===== config.mk =====
export PLATFORM = sky130hd
export DESIGN_NAME = lb_csr_tx
export DESIGN_NICKNAME = d
export VERILOG_FILES = /design/src/rtl/lb_csr_tx.sv
export SDC_FILE = /design/constraint.sdc
export NUM_CORES = 1
export LEC_CHECK = 0
export ABC_AREA = 1
export BUFFER_PORTS_ARGS = -buffer_cell sky130_fd_sc_hd__buf_2
export CAP_MARGIN = 10
export CELL_PAD_IN_SITES_DETAIL_PLACEMENT = 0
export CELL_PAD_IN_SITES_GLOBAL_PLACEMENT = 1
export CORE_MARGIN = 2
export CORE_UTILIZATION = 48
export DETAILED_ROUTE_END_ITERATION = 8
export PLACE_DENSITY_LB_ADDON = 0.15
export SLEW_MARGIN = 40
export SYNTH_ARGS = -nofsm -noshare
export SYNTH_HDL_FRONTEND = slang
export SYNTH_SLANG_ARGS = --single-unit

===== constraint.sdc =====
create_clock -name clk -period 5.2 [get_ports clk]
set_input_delay 0.26 -clock clk [delete_from_list [all_inputs] [get_ports clk]]
set_output_delay 0.26 -clock clk [all_outputs]
set_load 0.02 [all_outputs]

===== src/rtl/lb_csr_tx.sv =====
// Local-bus CSR block: control/status/ID/scratch registers, W1C interrupt
// register with enable mask, and a software-filled TX FIFO drained by a
// valid/ready stream.
module lb_csr_tx #(
    parameter int unsigned       ADDR_W     = 16,
    parameter int unsigned       DATA_W     = 32,
    parameter int unsigned       FIFO_DEPTH = 8,
    parameter int unsigned       READ_LAT   = 1,
    parameter logic [DATA_W-1:0] ID_VALUE   = 32'hC0DEBABE
) (
    input  logic                clk,
    input  logic                rst,
    input  logic [ADDR_W-1:0]   lb_waddr,
    input  logic [DATA_W-1:0]   lb_wdata,
    input  logic [DATA_W/8-1:0] lb_wstrb,
    input  logic                lb_wen,
    output logic                lb_wready,
    input  logic [ADDR_W-1:0]   lb_raddr,
    input  logic                lb_ren,
    output logic [DATA_W-1:0]   lb_rdata,
    output logic                lb_rvalid,
    output logic [DATA_W-1:0]   tx_data,
    output logic                tx_valid,
    input  logic                tx_ready,
    input  logic                hw_event,
    output logic [3:0]          ctrl_mode,
    output logic                irq
);
    localparam int unsigned STRB_W = DATA_W / 8;
    localparam int unsigned AW     = (FIFO_DEPTH > 1) ? $clog2(FIFO_DEPTH) : 1;
    localparam int unsigned CW     = AW + 1;
    localparam int unsigned WW     = ADDR_W - 2;

    localparam logic [WW-1:0] WCtrl    = WW'(0);
    localparam logic [WW-1:0] WStatus  = WW'(1);
    localparam logic [WW-1:0] WId      = WW'(2);
    localparam logic [WW-1:0] WIrq     = WW'(3);
    localparam logic [WW-1:0] WTxData  = WW'(4);
    localparam logic [WW-1:0] WScratch = WW'(5);
    localparam logic [WW-1:0] WIrqEn   = WW'(6);

    logic              wready_q;
    logic              en_q, en_d;
    logic [3:0]        mode_q, mode_d;
    logic [DATA_W-1:0] scratch_q, scratch_d;
    logic [2:0]        irq_en_q, irq_en_d;
    logic [2:0]        irq_q, irq_d;
    logic              irq_out_q, irq_out_d;
    logic [DATA_W-1:0] mem_q [FIFO_DEPTH];
    logic [DATA_W-1:0] mem_d [FIFO_DEPTH];
    logic [AW-1:0]     wptr_q, wptr_d, rptr_q, rptr_d;
    logic [CW-1:0]     count_q, count_d;
    logic [2:0]        rd_cnt_q, rd_cnt_d;
    logic              rvalid_q, rvalid_d;
    logic [DATA_W-1:0] rd_data_q, rd_data_d;

    logic [WW-1:0]     wword, rword;
    logic              wr_acc, empty, full, pop, push_req, push_ok, ovf, unf;
    logic [DATA_W-1:0] rd_val;

    assign wword  = lb_waddr[ADDR_W-1:2];
    assign rword  = lb_raddr[ADDR_W-1:2];
    assign wr_acc = lb_wen & wready_q;
    assign empty  = (count_q == '0);
    assign full   = (count_q == CW'(FIFO_DEPTH));

    // FIFO handshake: a pop frees a slot so a same-cycle push into a full FIFO succeeds
    always_comb begin
        tx_valid = en_q & ~empty;
        pop      = tx_valid & tx_ready;
        push_req = wr_acc && (wword == WTxData) && (&lb_wstrb);
        push_ok  = push_req & (~full | pop);
        ovf      = push_req & full & ~pop;
        unf      = tx_ready & empty & en_q;
    end

    // Register write decode with byte strobes; hardware IRQ sets win over W1C clears
    always_comb begin
        en_d      = en_q;
        mode_d    = mode_q;
        scratch_d = scratch_q;
        irq_en_d  = irq_en_q;
        irq_d     = irq_q;
        if (wr_acc) begin
            if (wword == WCtrl && lb_wstrb[0]) begin
                en_d   = lb_wdata[0];
                mode_d = lb_wdata[7:4];
            end
            if (wword == WScratch) begin
                for (int unsigned b = 0; b < STRB_W; b++) begin
                    if (lb_wstrb[b]) scratch_d[8*b +: 8] = lb_wdata[8*b +: 8];
                end
            end
            if (wword == WIrqEn && lb_wstrb[0]) irq_en_d = lb_wdata[2:0];
            if (wword == WIrq && lb_wstrb[0]) irq_d = irq_q & ~lb_wdata[2:0];
        end
        irq_d     = irq_d | {hw_event, unf, ovf};
        irq_out_d = |(irq_q & irq_en_q);
    end

    // FIFO storage, pointers and occupancy
    always_comb begin
        mem_d  = mem_q;
        wptr_d = wptr_q;
        rptr_d = rptr_q;
        if (push_ok) begin
            mem_d[wptr_q] = lb_wdata;
            wptr_d        = wptr_q + AW'(1);
        end
        if (pop) rptr_d = rptr_q + AW'(1);
        count_d = count_q;
        if (push_ok && !pop) count_d = count_q + CW'(1);
        else if (!push_ok && pop) count_d = count_q - CW'(1);
    end

    // Read mux sampled at capture; write-only and unmapped addresses read 0
    always_comb begin
        rd_val = '0;
        case (rword)
            WCtrl: begin
                rd_val[0]   = en_q;
                rd_val[7:4] = mode_q;
            end
            WStatus: begin
                rd_val[0]      = empty;
                rd_val[1]      = full;
                rd_val[8 +: CW] = count_q;
            end
            WId:      rd_val = ID_VALUE;
            WIrq:     rd_val[2:0] = irq_q;
            WScratch: rd_val = scratch_q;
            WIrqEn:   rd_val[2:0] = irq_en_q;
            default:  ;
        endcase
    end

    // Read latency counter; requests arriving while one is outstanding are dropped
    always_comb begin
        rd_cnt_d  = rd_cnt_q;
        rvalid_d  = 1'b0;
        rd_data_d = rd_data_q;
        if (rd_cnt_q != 3'd0) begin
            rd_cnt_d = rd_cnt_q - 3'd1;
            rvalid_d = (rd_cnt_q == 3'd1);
        end else if (lb_ren) begin
            rd_cnt_d  = 3'(READ_LAT - 1);
            rvalid_d  = (READ_LAT == 1);
            rd_data_d = rd_val;
        end
    end

    // State registers; reset aborts any pending read and empties the FIFO
    always_ff @(posedge clk or negedge rst) begin
        if (!rst) begin
            wready_q  <= 1'b0;
            en_q      <= 1'b0;
            mode_q    <= '0;
            scratch_q <= '0;
            irq_en_q  <= '0;
            irq_q     <= '0;
            irq_out_q <= 1'b0;
            for (int unsigned i = 0; i < FIFO_DEPTH; i++) mem_q[i] <= '0;
            wptr_q    <= '0;
            rptr_q    <= '0;
            count_q   <= '0;
            rd_cnt_q  <= '0;
            rvalid_q  <= 1'b0;
            rd_data_q <= '0;
        end else begin
            wready_q  <= 1'b1;
            en_q      <= en_d;
            mode_q    <= mode_d;
            scratch_q <= scratch_d;
            irq_en_q  <= irq_en_d;
            irq_q     <= irq_d;
            irq_out_q <= irq_out_d;
            mem_q     <= mem_d;
            wptr_q    <= wptr_d;
            rptr_q    <= rptr_d;
            count_q   <= count_d;
            rd_cnt_q  <= rd_cnt_d;
            rvalid_q  <= rvalid_d;
            rd_data_q <= rd_data_d;
        end
    end

    assign lb_wready = wready_q;
    assign lb_rvalid = rvalid_q;
    assign lb_rdata  = rvalid_q ? rd_data_q : '0;
    assign tx_data   = mem_q[rptr_q];
    assign ctrl_mode = mode_q;
    assign irq       = irq_out_q;

endmodule


==> flow_metrics.env <==
export IMPL_leakage_nw=10.6
export IMPL_fin_hold_ws_ns=0.0546
export IMPL_min_from="lb_wdata[24]"
export IMPL_peakVddDrop_mv=0.251
export IMPL_place_hpwl_um=28600
export IMPL_min_period_ns=3.54
export IMPL_wire_per_inst_um=18.3
export IMPL_numCtsBuffers=39
export IMPL_dp_cells=2680
export IMPL_cp_max_fo=70
export IMPL_grt_usage_pct=26.9
export IMPL_start_util_pct=48.9
export IMPL_final_common_cell="nand2_1"
export IMPL_num_vias=14984
export IMPL_h_tree_depth=2
export IMPL_fin_tns_setup_ns=0
export IMPL_ff2ff_setup_slack_ns=2.50
export IMPL_max_stage_delay_ns=0.87
export IMPL_grt_pass1_vias=14449
export IMPL_die_w_um=194
export IMPL_final_cell_mix="735 x nand2_1, 344 x dfrtp_1, 302 x nand3_1"
export IMPL_ys_ff_latch=347
export IMPL_ys_seq_area_share_pct=50.0
export IMPL_required_ns=4.94
export IMPL_stdcell_count=2750
export IMPL_slew_headroom_pct=44.5
export IMPL_drive_above_1_share_pct=11.4
export IMPL_crit_chain="clkinv_4 -> buf_4 -> o21ai_0 -> o22ai_1 -> nor2_1 -> a31oi_1 -> buf_2"
export IMPL_synth_cell_types=36
export IMPL_drt_iter0_drc=1288
export IMPL_num_antenna_cells=0
export IMPL_fin_crit_sh_pct=68.0
export IMPL_r2r_cells=13
export IMPL_routed_via_density=5.45
export IMPL_min_path_cells=3
export IMPL_core_um2=35600
export IMPL_synth_avg_cell_area_um2=7.77
export IMPL_drv_slew=0
export IMPL_cts_root_buf="clkbuf_16"
export IMPL_max_slew_worst_pin_slew_ns=0.833
export IMPL_final_antenna_net_count=0
export IMPL_crit_family="buffers and inverters"
export IMPL_nets=2346
export IMPL_ios=146
export IMPL_cts_tree="yes"
export IMPL_synthCells=2236
export IMPL_status="finished clean"
export IMPL_yosys_warnings=0
export IMPL_start_kind="flip-flop"
export IMPL_cp_num_buf_inv=3
export IMPL_finalHoldViolCount=0
export IMPL_min_to="mem_q[184]"
export IMPL_worstReg2RegStart="count_q[0]"
export IMPL_synth_nets=2318
export IMPL_arrival_ns=3.28
export IMPL_grt_overflow_total=0
export IMPL_grt_pass1_wl_um=81600
export IMPL_clk_pin_slew_ns=0.06
export IMPL_fp_row_count=69
export IMPL_finClkSkew_ns=0.0147
export IMPL_power_density_nw_per_um2=301
export IMPL_cts_sinks=347
export IMPL_drcViolationCount=0
export IMPL_netlist_area_um2=17400
export IMPL_area_delta_synth_final_pct=10.0
export IMPL_clk_path_buf_depth=3
export IMPL_grt_max_degree=129
export IMPL_antenna_found_initial=0
export IMPL_reg2reg_to="count_q[3]"
export IMPL_gp_congestion=0.805
export IMPL_fmaxAchievable_ghz=0.283
export IMPL_clk_latency_ns=0.54
export IMPL_crit_path_end_kind="primary output"
export IMPL_firstDrtPassIters=5
export IMPL_drv_cap=0
export IMPL_grt_setup_unrepaired="no"
export IMPL_finalWirelength_um=50500
export IMPL_slowest_stage="dfrtp_4"
export IMPL_setup_worst_path_class="flip-flop to primary output"
export IMPL_fin_area_um2=19100
export IMPL_die_h_um=194
export IMPL_placement_io_buffers=141
export IMPL_setup_viol=0
export IMPL_hp_class="primary input to flip-flop"
export IMPL_postPlaceCellArea_um2=17800
export IMPL_dieArea_um2=37700
export IMPL_total_power_mw=5.76
## layout make-up
type	instances	area (um^2)
Fill cell	3461	16400
Sequential cell	347	8690
Multi-Input combinational cell	1612	7260
Clock buffer	60	1160
Timing Repair Buffer	166	1010
Tap cell	461	577
Inverter	98	378
Clock inverter	6	55.1
## layer usage
| metal | wire length [um] | share of wire, % | track usage (%) | vias to the layer above |
|---|---|---|---|---|
| met1 | 23100 | 46 | 39.0 | 7231 |
| met5 | 0 | 0 | 0 | - |
| met2 | 23300 | 46 | 42.6 | 465 |
| met3 | 2970 | 5.9 | 3.20 | 67 |
| met4 | 1140 | 2.3 | 8.11 | 0 |
| li1 | - | - | - | 7221 |
## synth_stat cells (all sizes together)
cell type | instances | area [um^2]
nor3 | 1 | 10.0
a31oi | 32 | 200
o22ai | 32 | 200
nand2 | 741 | 2810
o31ai | 1 | 7.51
fa | 1 | 20.0
nand3 | 304 | 1540
inv | 97 | 364
mux2 | 1 | 11.3
clkinv | 1 | 3.75
nand4 | 11 | 195
clkbuf | 92 | 345
buf | 87 | 757
ha | 7 | 87.6
o21ai | 189 | 946
a21oi | 5 | 25.0
xnor2 | 2 | 17.5
nor2 | 279 | 1110
conb | 1 | 3.75
nor4 | 1 | 6.26
dfrtp | 347 | 8680
xor2 | 4 | 35.0
## repair_timing
action                    4_1_cts  5_1_grt
gates resized for setup         0        0
hold buffers                    3        0
hold endpoints to repair       94        0
setup buffers                   0        0
## sequential cells by signal (all words and copies together) (netlist names)
register / count
mem_q: 256
rd_data_q: 32
scratch_q: 32
count_q: 4
ctrl_mode: 4
irq_en_q: 3
irq_q: 3
rd_cnt_q: 3
rptr_q: 3
wptr_q: 3
en_q: 1
irq: 1
lb_rvalid: 1
lb_wready: 1
## worst reg2reg max path, cell delays in order (launching register included)
cell and delay, ns:
dfrtp_1 0.45, nor2_2 0.18, nand2_4 0.08, nor2_1 0.26, nor2_1 0.14, nand2_1 0.26, ha_1 0.20, inv_1 0.09
ha_1 0.34, a21oi_1 0.14, nand2_1 0.08, a21oi_1 0.12, o21ai_0 0.11, xor2_1 0.15
## metrics by stage
| stage | setup slack (ns) | utilization [%] |
|---|---|---|
| finish | 1.66 | 53.8 |
| detailed placement | 2.24 | 50.2 |
| global route | 1.49 | 53.8 |
| CTS | 1.67 | 53.7 |
| floorplan | 2.71 | - |
| global placement | 1.66 | 50.0 |
## logic make-up (layout without fill, tap and decap cells)
kind of cell               Yosys count  in the layout  synth area share (%)
AOI/OAI and AO/OA                  259            259                  7.93
xor gates and xnor gates             6              6                 0.302
adders and majority gates            8              8                 0.619
buffers and inverters              277            330                  8.46
DFF                                347            347                  50.0
muxes                                1              1                0.0648
other                                1              1                0.0216
and+or+nand+nor                   1337           1337                  32.6
## report_power, final
part | total [mW] | leakage (nW) | switching [mW] | internal, mW
clock network | 2.68 | 0.597 | 1.10 | 1.57
logic | 0.317 | 5.23 | 0.240 | 0.0764
registers | 2.77 | 4.76 | 0.0433 | 2.72
total | 5.76 | 10.6 | 1.39 | 4.37
## worst max path at each step
stage / depth (start not counted) / slack [ns] / startpoint / to
2_1_floorplan: 13 / 2.71 / count_q[0] / count_q[3]
3_3_place_gp: 7 / 1.66 / rptr_q[0] / tx_data[6]
3_5_place_dp: 7 / 2.24 / rptr_q[0] / tx_data[16]
4_1_cts: 7 / 1.67 / rptr_q[0] / tx_data[16]
5_1_grt: 7 / 1.49 / rptr_q[0] / tx_data[10]
6_report: 7 / 1.66 / rptr_q[0] / tx_data[6]
Power figures use the tool's default switching activity.
